==> config.mk <==
export PLATFORM = sky130hd
export DESIGN_NAME = io_responder_flat
export DESIGN_NICKNAME = d
export VERILOG_FILES = /design/src/rtl/io_responder_pkg.sv /design/src/rtl/io_responder_if.sv /design/src/rtl/io_responder_fifo.sv /design/src/rtl/io_responder.sv /design/src/flat_wrapper.sv
export SDC_FILE = /design/constraint.sdc
export NUM_CORES = 1
export LEC_CHECK = 0
export ABC_AREA = 0
export CORE_ASPECT_RATIO = 1.75
export CORE_MARGIN = 1
export CORE_UTILIZATION = 30
export CTS_BUF_LIST = sky130_fd_sc_hd__clkbuf_4
export DETAILED_ROUTE_END_ITERATION = 6
export GPL_TIMING_DRIVEN = 0
export PLACE_DENSITY = 0.5
export SKIP_CTS_REPAIR_TIMING = 1
export SLEW_MARGIN = 20
export SYNTH_ARGS = -nofsm -noshare
export SYNTH_HDL_FRONTEND = slang
export SYNTH_SLANG_ARGS = --single-unit
==> constraint.sdc <==
create_clock -name clk -period 6.01 [get_ports clk]
set_input_delay 1.5025 -clock clk [delete_from_list [all_inputs] [get_ports clk]]
set_output_delay 1.5025 -clock clk [all_outputs]
set_load 0.02 [all_outputs]
==> src/rtl/io_responder_pkg.sv <==
// Shared register map for the io_responder CPU-facing register block:
// address encodings, STATUS bit positions and the STATUS packing helper.
package io_responder_pkg;

    typedef enum logic [1:0] {
        ADDR_TXDATA  = 2'd0,
        ADDR_RXDATA  = 2'd1,
        ADDR_STATUS  = 2'd2,
        ADDR_IRQMASK = 2'd3
    } addr_e;

    localparam int ST_TX_EMPTY  = 0;
    localparam int ST_TX_FULL   = 1;
    localparam int ST_RX_FULL   = 2;
    localparam int ST_TX_OVF    = 3;
    localparam int ST_COUNT_LSB = 4;
    localparam int ST_COUNT_W   = 4;
    localparam int ST_W         = 8;

    function automatic logic [ST_W-1:0] pack_status(
        input logic                  tx_empty,
        input logic                  tx_full,
        input logic                  rx_full,
        input logic                  tx_ovf,
        input logic [ST_COUNT_W-1:0] count
    );
        logic [ST_W-1:0] s;
        s                               = '0;
        s[ST_TX_EMPTY]                  = tx_empty;
        s[ST_TX_FULL]                   = tx_full;
        s[ST_RX_FULL]                   = rx_full;
        s[ST_TX_OVF]                    = tx_ovf;
        s[ST_COUNT_LSB +: ST_COUNT_W]   = count;
        return s;
    endfunction

endpackage

==> src/rtl/io_responder_if.sv <==
// CPU register bus plus device-side TX/RX handshakes of io_responder.
// The responder block uses the slave modport; the CPU/device side the master.
interface io_responder_if #(
    parameter int WIDTH = 16
);
    logic             we;
    logic             re;
    logic [1:0]       addr;
    logic [WIDTH-1:0] wdata;
    logic [WIDTH-1:0] rdata;
    logic             out_valid;
    logic [WIDTH-1:0] out_data;
    logic             out_ready;
    logic             in_valid;
    logic [WIDTH-1:0] in_data;
    logic             in_ready;
    logic             irq;

    modport master (
        output we, re, addr, wdata, out_ready, in_valid, in_data,
        input  rdata, out_valid, out_data, in_ready, irq
    );

    modport slave (
        input  we, re, addr, wdata, out_ready, in_valid, in_data,
        output rdata, out_valid, out_data, in_ready, irq
    );
endinterface

==> src/rtl/io_responder_fifo.sv <==
// io_fifo: DEPTH-entry TX FIFO with head-of-queue read port and occupancy count.
// DEPTH must be a power of two so the pointers wrap naturally.
module io_fifo #(
    parameter int WIDTH = 16,
    parameter int DEPTH = 4
) (
    input  logic                       clk,
    input  logic                       reset,
    input  logic                       i_push,
    input  logic [WIDTH-1:0]           i_wdata,
    input  logic                       i_pop,
    output logic [WIDTH-1:0]           o_head,
    output logic                       o_full,
    output logic                       o_empty,
    output logic [$clog2(DEPTH):0]     o_count
);
    localparam int AW = $clog2(DEPTH);
    localparam int CW = AW + 1;

    logic [WIDTH-1:0] r_mem [DEPTH];
    logic [AW-1:0]    r_wptr;
    logic [AW-1:0]    r_rptr;
    logic [CW-1:0]    r_count;
    logic             w_push;
    logic             w_pop;

    assign o_full  = (r_count == CW'(DEPTH));
    assign o_empty = (r_count == '0);
    assign o_count = r_count;
    assign o_head  = r_mem[r_rptr];
    assign w_push  = i_push && !o_full;
    assign w_pop   = i_pop && !o_empty;

    // Storage is not reset: a reset only has to forget the contents via the pointers.
    always_ff @(posedge clk) begin
        if (w_push)
            r_mem[r_wptr] <= i_wdata;
    end

    always_ff @(posedge clk or posedge reset) begin
        if (reset) begin
            r_wptr  <= '0;
            r_rptr  <= '0;
            r_count <= '0;
        end else begin
            if (w_push)
                r_wptr <= r_wptr + AW'(1);
            if (w_pop)
                r_rptr <= r_rptr + AW'(1);
            case ({w_push, w_pop})
                2'b10:   r_count <= r_count + CW'(1);
                2'b01:   r_count <= r_count - CW'(1);
                default: r_count <= r_count;
            endcase
        end
    end
endmodule

==> src/rtl/io_responder.sv <==
// io_responder: CPU register block with a TX FIFO toward a device and a single RX
// holding register. Optional interrupt logic is enabled by defining IO_RESPONDER_IRQ_EN.
module io_responder
    import io_responder_pkg::*;
#(
    parameter int WIDTH = 16,
    parameter int DEPTH = 4
) (
    input logic           clk,
    input logic           reset,
    io_responder_if.slave bus
);
    localparam int CW = $clog2(DEPTH) + 1;

    addr_e            w_addr;
    logic             w_tx_store;
    logic             w_full;
    logic             w_empty;
    logic [CW-1:0]    w_count;
    logic [WIDTH-1:0] w_head;
    logic             w_rx_cap;
    logic             w_rx_pop;
    logic [ST_W-1:0]  w_status;
    logic [WIDTH-1:0] w_mask_rd;
    logic [WIDTH-1:0] w_rdata;

    logic             r_tx_ovf;
    logic             r_rx_full;
    logic [WIDTH-1:0] r_rx_data;

    assign w_addr     = addr_e'(bus.addr);
    assign w_tx_store = bus.we && (w_addr == ADDR_TXDATA);
    assign w_rx_cap   = bus.in_valid && !r_rx_full;
    assign w_rx_pop   = bus.re && (w_addr == ADDR_RXDATA) && r_rx_full;

    io_fifo #(
        .WIDTH (WIDTH),
        .DEPTH (DEPTH)
    ) u_tx_fifo (
        .clk     (clk),
        .reset   (reset),
        .i_push  (w_tx_store && !w_full),
        .i_wdata (bus.wdata),
        .i_pop   (bus.out_ready && !w_empty),
        .o_head  (w_head),
        .o_full  (w_full),
        .o_empty (w_empty),
        .o_count (w_count)
    );

    assign bus.out_valid = !w_empty;
    assign bus.out_data  = w_head;
    assign bus.in_ready  = !r_rx_full;

    // Overflow looks at fullness before the edge, so a same-cycle device pop does not rescue the word.
    always_ff @(posedge clk or posedge reset) begin
        if (reset)
            r_tx_ovf <= 1'b0;
        else if (w_tx_store && w_full)
            r_tx_ovf <= 1'b1;
        else if (bus.we && (w_addr == ADDR_STATUS) && bus.wdata[ST_TX_OVF])
            r_tx_ovf <= 1'b0;
    end

    always_ff @(posedge clk or posedge reset) begin
        if (reset)
            r_rx_full <= 1'b0;
        else if (w_rx_cap)
            r_rx_full <= 1'b1;
        else if (w_rx_pop)
            r_rx_full <= 1'b0;
    end

    always_ff @(posedge clk) begin
        if (w_rx_cap)
            r_rx_data <= bus.in_data;
    end

    assign w_status = pack_status(w_empty, w_full, r_rx_full, r_tx_ovf, ST_COUNT_W'(w_count));

`ifdef IO_RESPONDER_IRQ_EN
    logic [2:0] r_irq_mask;
    logic       r_irq;

    // Mask bit order: [0] tx_empty, [1] rx_full, [2] tx_ovf.
    always_ff @(posedge clk or posedge reset) begin
        if (reset) begin
            r_irq_mask <= 3'b000;
            r_irq      <= 1'b0;
        end else begin
            if (bus.we && (w_addr == ADDR_IRQMASK))
                r_irq_mask <= bus.wdata[2:0];
            r_irq <= |(r_irq_mask & {r_tx_ovf, r_rx_full, w_empty});
        end
    end

    assign w_mask_rd = WIDTH'(r_irq_mask);
    assign bus.irq   = r_irq;
`else
    assign w_mask_rd = '0;
    assign bus.irq   = 1'b0;
`endif

    always_comb begin
        w_rdata = '0;
        case (w_addr)
            ADDR_RXDATA:  w_rdata = r_rx_full ? r_rx_data : '0;
            ADDR_STATUS:  w_rdata = WIDTH'(w_status);
            ADDR_IRQMASK: w_rdata = w_mask_rd;
            default:      w_rdata = '0;
        endcase
    end

    assign bus.rdata = w_rdata;
endmodule

==> src/flat_wrapper.sv <==
// flat-port wrapper written by rule: the top's interface ports become plain ports
module io_responder_flat import io_responder_pkg::*;
#(
    parameter int WIDTH = 16,
    parameter int DEPTH = 4
)
  (clk, reset, bus_we, bus_re, bus_addr, bus_wdata, bus_out_ready, bus_in_valid, bus_in_data, bus_rdata, bus_out_valid, bus_out_data, bus_in_ready, bus_irq);
  io_responder_if #(.WIDTH(WIDTH)) bus_i ();
  input logic clk;
  input logic reset;
  input wire logic [$bits(bus_i.we)-1:0] bus_we;
  input wire logic [$bits(bus_i.re)-1:0] bus_re;
  input wire logic [$bits(bus_i.addr)-1:0] bus_addr;
  input wire logic [$bits(bus_i.wdata)-1:0] bus_wdata;
  input wire logic [$bits(bus_i.out_ready)-1:0] bus_out_ready;
  input wire logic [$bits(bus_i.in_valid)-1:0] bus_in_valid;
  input wire logic [$bits(bus_i.in_data)-1:0] bus_in_data;
  output wire logic [$bits(bus_i.rdata)-1:0] bus_rdata;
  output wire logic [$bits(bus_i.out_valid)-1:0] bus_out_valid;
  output wire logic [$bits(bus_i.out_data)-1:0] bus_out_data;
  output wire logic [$bits(bus_i.in_ready)-1:0] bus_in_ready;
  output wire logic [$bits(bus_i.irq)-1:0] bus_irq;
  assign bus_i.we = bus_we;
  assign bus_i.re = bus_re;
  assign bus_i.addr = bus_addr;
  assign bus_i.wdata = bus_wdata;
  assign bus_i.out_ready = bus_out_ready;
  assign bus_i.in_valid = bus_in_valid;
  assign bus_i.in_data = bus_in_data;
  assign bus_rdata = bus_i.rdata;
  assign bus_out_valid = bus_i.out_valid;
  assign bus_out_data = bus_i.out_data;
  assign bus_in_ready = bus_i.in_ready;
  assign bus_irq = bus_i.irq;
  io_responder #(.WIDTH(WIDTH), .DEPTH(DEPTH)) u_core (.clk(clk), .reset(reset), .bus(bus_i));
endmodule
==> results.cfg <==
[run_status]
status = complete, no violations

[hold_path]
hp-class = reg -> reg
hold_path.startpoint = u_core.r_tx_ovf$_DFFE_PP0P_
worstHoldPathCells = 1

[synth]
yosysWarnings = 0
syn-instance-count = 184
synth_area_per_cell_um2 = 19.55
ys_ff_latch = 89
synth_area_um2 = 3597
synth_fp_nets = 233
ys_seq_area_share_pct = 73.04
synth_cell_types = 31

[placement]
place_congestion = 0.6693
place_hpwl_um = 4553
dp.cells = 392
numPortBuffers = 73

[clock_network]
cts_tree = yes
clock_path_buffers = 2
cts-root-buf = clkbuf_4
h-tree-depth = 3
cts_buffers = 9
clkSinkCount = 89
clock_latency_ps = 440
path_clk_slew_ps = 140

[sta]
post-route-min-period_ps = 5087
rsz0062_at_grt = no
slew-limit-headroom_pct = 49.21
finalHoldViolCount = 0
finalMaxSlewViolations = 0
period_share_pct = 84.64
tns_ps = 0
worst_slew_pin_slew_ps = 758.5
max_freq_mhz = 196.6
fin_skew_ps = 19.57
finalSetupViolCount = 0

[cells_and_area]
drive_above_1_share_pct = 14.29
syn2layout_area_growth_pct = 29.63
final_util_pct = 40.04
num-fill-cells = 1078
fin_cells = 409
finalNetCount = 317

[grt]
overflow = 0
grt_pass1_wl_um = 10780
grt_max_degree = 17
grt_usage_pct = 11.91
first_global_vias = 2088
antenna_found_initial = 1

[critical_path]
worstSetupEndpoint = bus_rdata[4]
cp-start-kind = input pin
cp-end-kind = primary output
critical_path_required_ps = 4510
arrival_ps = 3580
r2r-start = u_core.u_tx_fifo.o_count[0]$_DFFE_PP0P_
crit_path_start = bus_addr[1]
r2r_slack_ps = 3950
reg2reg_depth = 9
r2r-end = u_core.u_tx_fifo.o_count[2]$_DFFE_PP0P_
cp_max_fo = 10
path_class = in -> out

[floorplanning]
fp.dieW_um = 84.78
row_count = 52
dieArea_um2 = 12450
io_pins = 75
coreArea_um2 = 11650
die_h_um = 146.9
initial_core_util_pct = 30.89

[drt]
first_iter_violations = 94
postRouteAntennaNets = 0
via_count = 1878
dr.pass1.iters = 6
wl_per_cell_um = 16.33
drc = 0
drt-total-wl_um = 6680
viasPerCell = 4.592

[power_and_ir_drop]
pwr-share-seq_pct = 44.7
internal_power_uw = 1209
clkPwrFrac_pct = 21.7
power_density_nw_per_um2 = 369.6
switchingPower_uw = 514.0
sw_frac_of_total_pct = 29.82
irDropWorstVdd_uv = 129.8
power.leakage_uw = 0.001637
pwr-share-comb_pct = 33.6

[flow_run]
maxCapViolations = 0
[cells by family after synthesis]
group                      Yosys count  synth area share [%]
xor gates and xnor gates             6                 1.461
DFF                                 89                 73.04
and+or+nand+nor                     31                 5.530
muxes                               18                 11.44
other                                1                0.1042
AOI/OAI and AO/OA                   10                 2.087
adders and majority gates            9                 3.339
buffers and inverters               20                 2.991
[Yosys cell counts]
cell       n  area (um2)
edfxtp_1  80        2402
inv_1     11       41.29
and3_1     9       56.30
dfrtp_1    9       225.2
mux4_2     9       202.7
ha_1       8       100.1
mux4_1     7       183.9
nor2b_1    7       43.79
a22oi_1    6       45.04
and2_2     4       30.03
buf_2      4       20.02
nand2_1    3       11.26
nor2_1     3       11.26
xnor2_1    3       26.28
xor2_1     3       26.28
a21oi_1    2       10.01
clkbuf_1   2       7.510
a32o_1     1       10.01
and2_1     1       6.260
buf_12     1       20.02
buf_4      1       7.510
buf_6      1       11.26
conb_1     1       3.750
fa_1       1       20.02
mux2_4     1       15.01
mux2i_1    1       10.01
nand3_1    1       5.000
nor2_4     1       11.26
nor3_1     1       5.000
nor3b_4    1       18.77
o31a_2     1       10.01
[worst min path at each step]
stage	slack [ps]	to
5_1_grt	530	u_core.r_tx_ovf$_DFFE_PP0P_
4_1_cts	520	u_core.r_tx_ovf$_DFFE_PP0P_
2_1_floorplan	470	u_core.r_tx_ovf$_DFFE_PP0P_
3_3_place_gp	480	u_core.r_tx_ovf$_DFFE_PP0P_
3_5_place_dp	490	u_core.r_tx_ovf$_DFFE_PP0P_
6_report	520	u_core.r_tx_ovf$_DFFE_PP0P_
[metrics by stage]
step                      worst slack (ps)  cell area [um2]  hold slack [ps]  power [uW]
after CTS                            901.0             4661            522.2        1757
after floorplan                       1997             3597            466.7        1152
after global placement               939.5             4497            484.9        1373
final                                923.4             4663            516.8        1723
after global routing                 775.6             4663            530.0        1821
after detailed placement             933.9             4499            490.1        1379
[placed cells by master, fill, tap and decap left out, types with 2 or more instances in the layout]
master and count:
xnor2_1 3, a21oi_1 2, a22oi_1 6, nor2_1 3, ha_1 8, inv_1 11
clkinvlp_4 2, nor2b_1 6, and2_2 4, and3_1 9, edfxtp_1 80, clkbuf_1 2
xor2_1 3, bufinv_16 2, nand2_1 3, buf_2 4, clkdlybuf4s50_1 73, dfrtp_1 9
mux4_2 9, mux4_1 7, clkinv_1 2, clkbuf_4 9
[registers in the layout, summed over array words and instances, names as in the netlist]
register	cells
u_core.u_tx_fifo.o_count	3
u_core.r_rx_data	16
u_core.u_tx_fifo.r_rptr	2
u_core.r_rx_full	1
u_core.u_tx_fifo.r_mem	64
u_core.u_tx_fifo.r_wptr	2
u_core.r_tx_ovf	1
[layer usage]
metal	part of all wire, %	vias up	global-route usage (%)
li1	-	882	-
met1	38	917	12.55
met2	54	65	21.02
met3	5.9	14	3.989
met4	2.3	0	5.847
met5	0	-	0
[worst max-delay path, cell delays in order]
cell             delay (ps)
clkdlybuf4s50_1         430
inv_1                    90
ha_1                    190
and2_1                  130
buf_2                   160
buf_2                   220
a22oi_1                  90
nor2b_1                 160
clkdlybuf4s50_1         620
[power by group through the flow]
stage	sequential, uW	clock [uW]	combinational [uW]
after global routing	779	416	626
after global placement	783	0	590
after detailed placement	786	0	593
after floorplan	774	0	377
final	771	373	579
after CTS	772	390	594
[final cells by class]
type | instances | area [um2] | share of cell area (%)
plain buffers | 9 | 66.31 | 1.422
clock inverters | 7 | 93.84 | 2.012
repair buffers | 73 | 730.7 | 15.67
well taps | 135 | 168.9 | 3.622
multi-input cells | 75 | 864.6 | 18.54
diodes | 1 | 2.502 | 0.05366
inverters | 11 | 41.29 | 0.8854
flip-flops and latches | 89 | 2628 | 56.35
clock buffers | 9 | 67.56 | 1.449
Note: power is estimated with default switching activity, not from simulation.
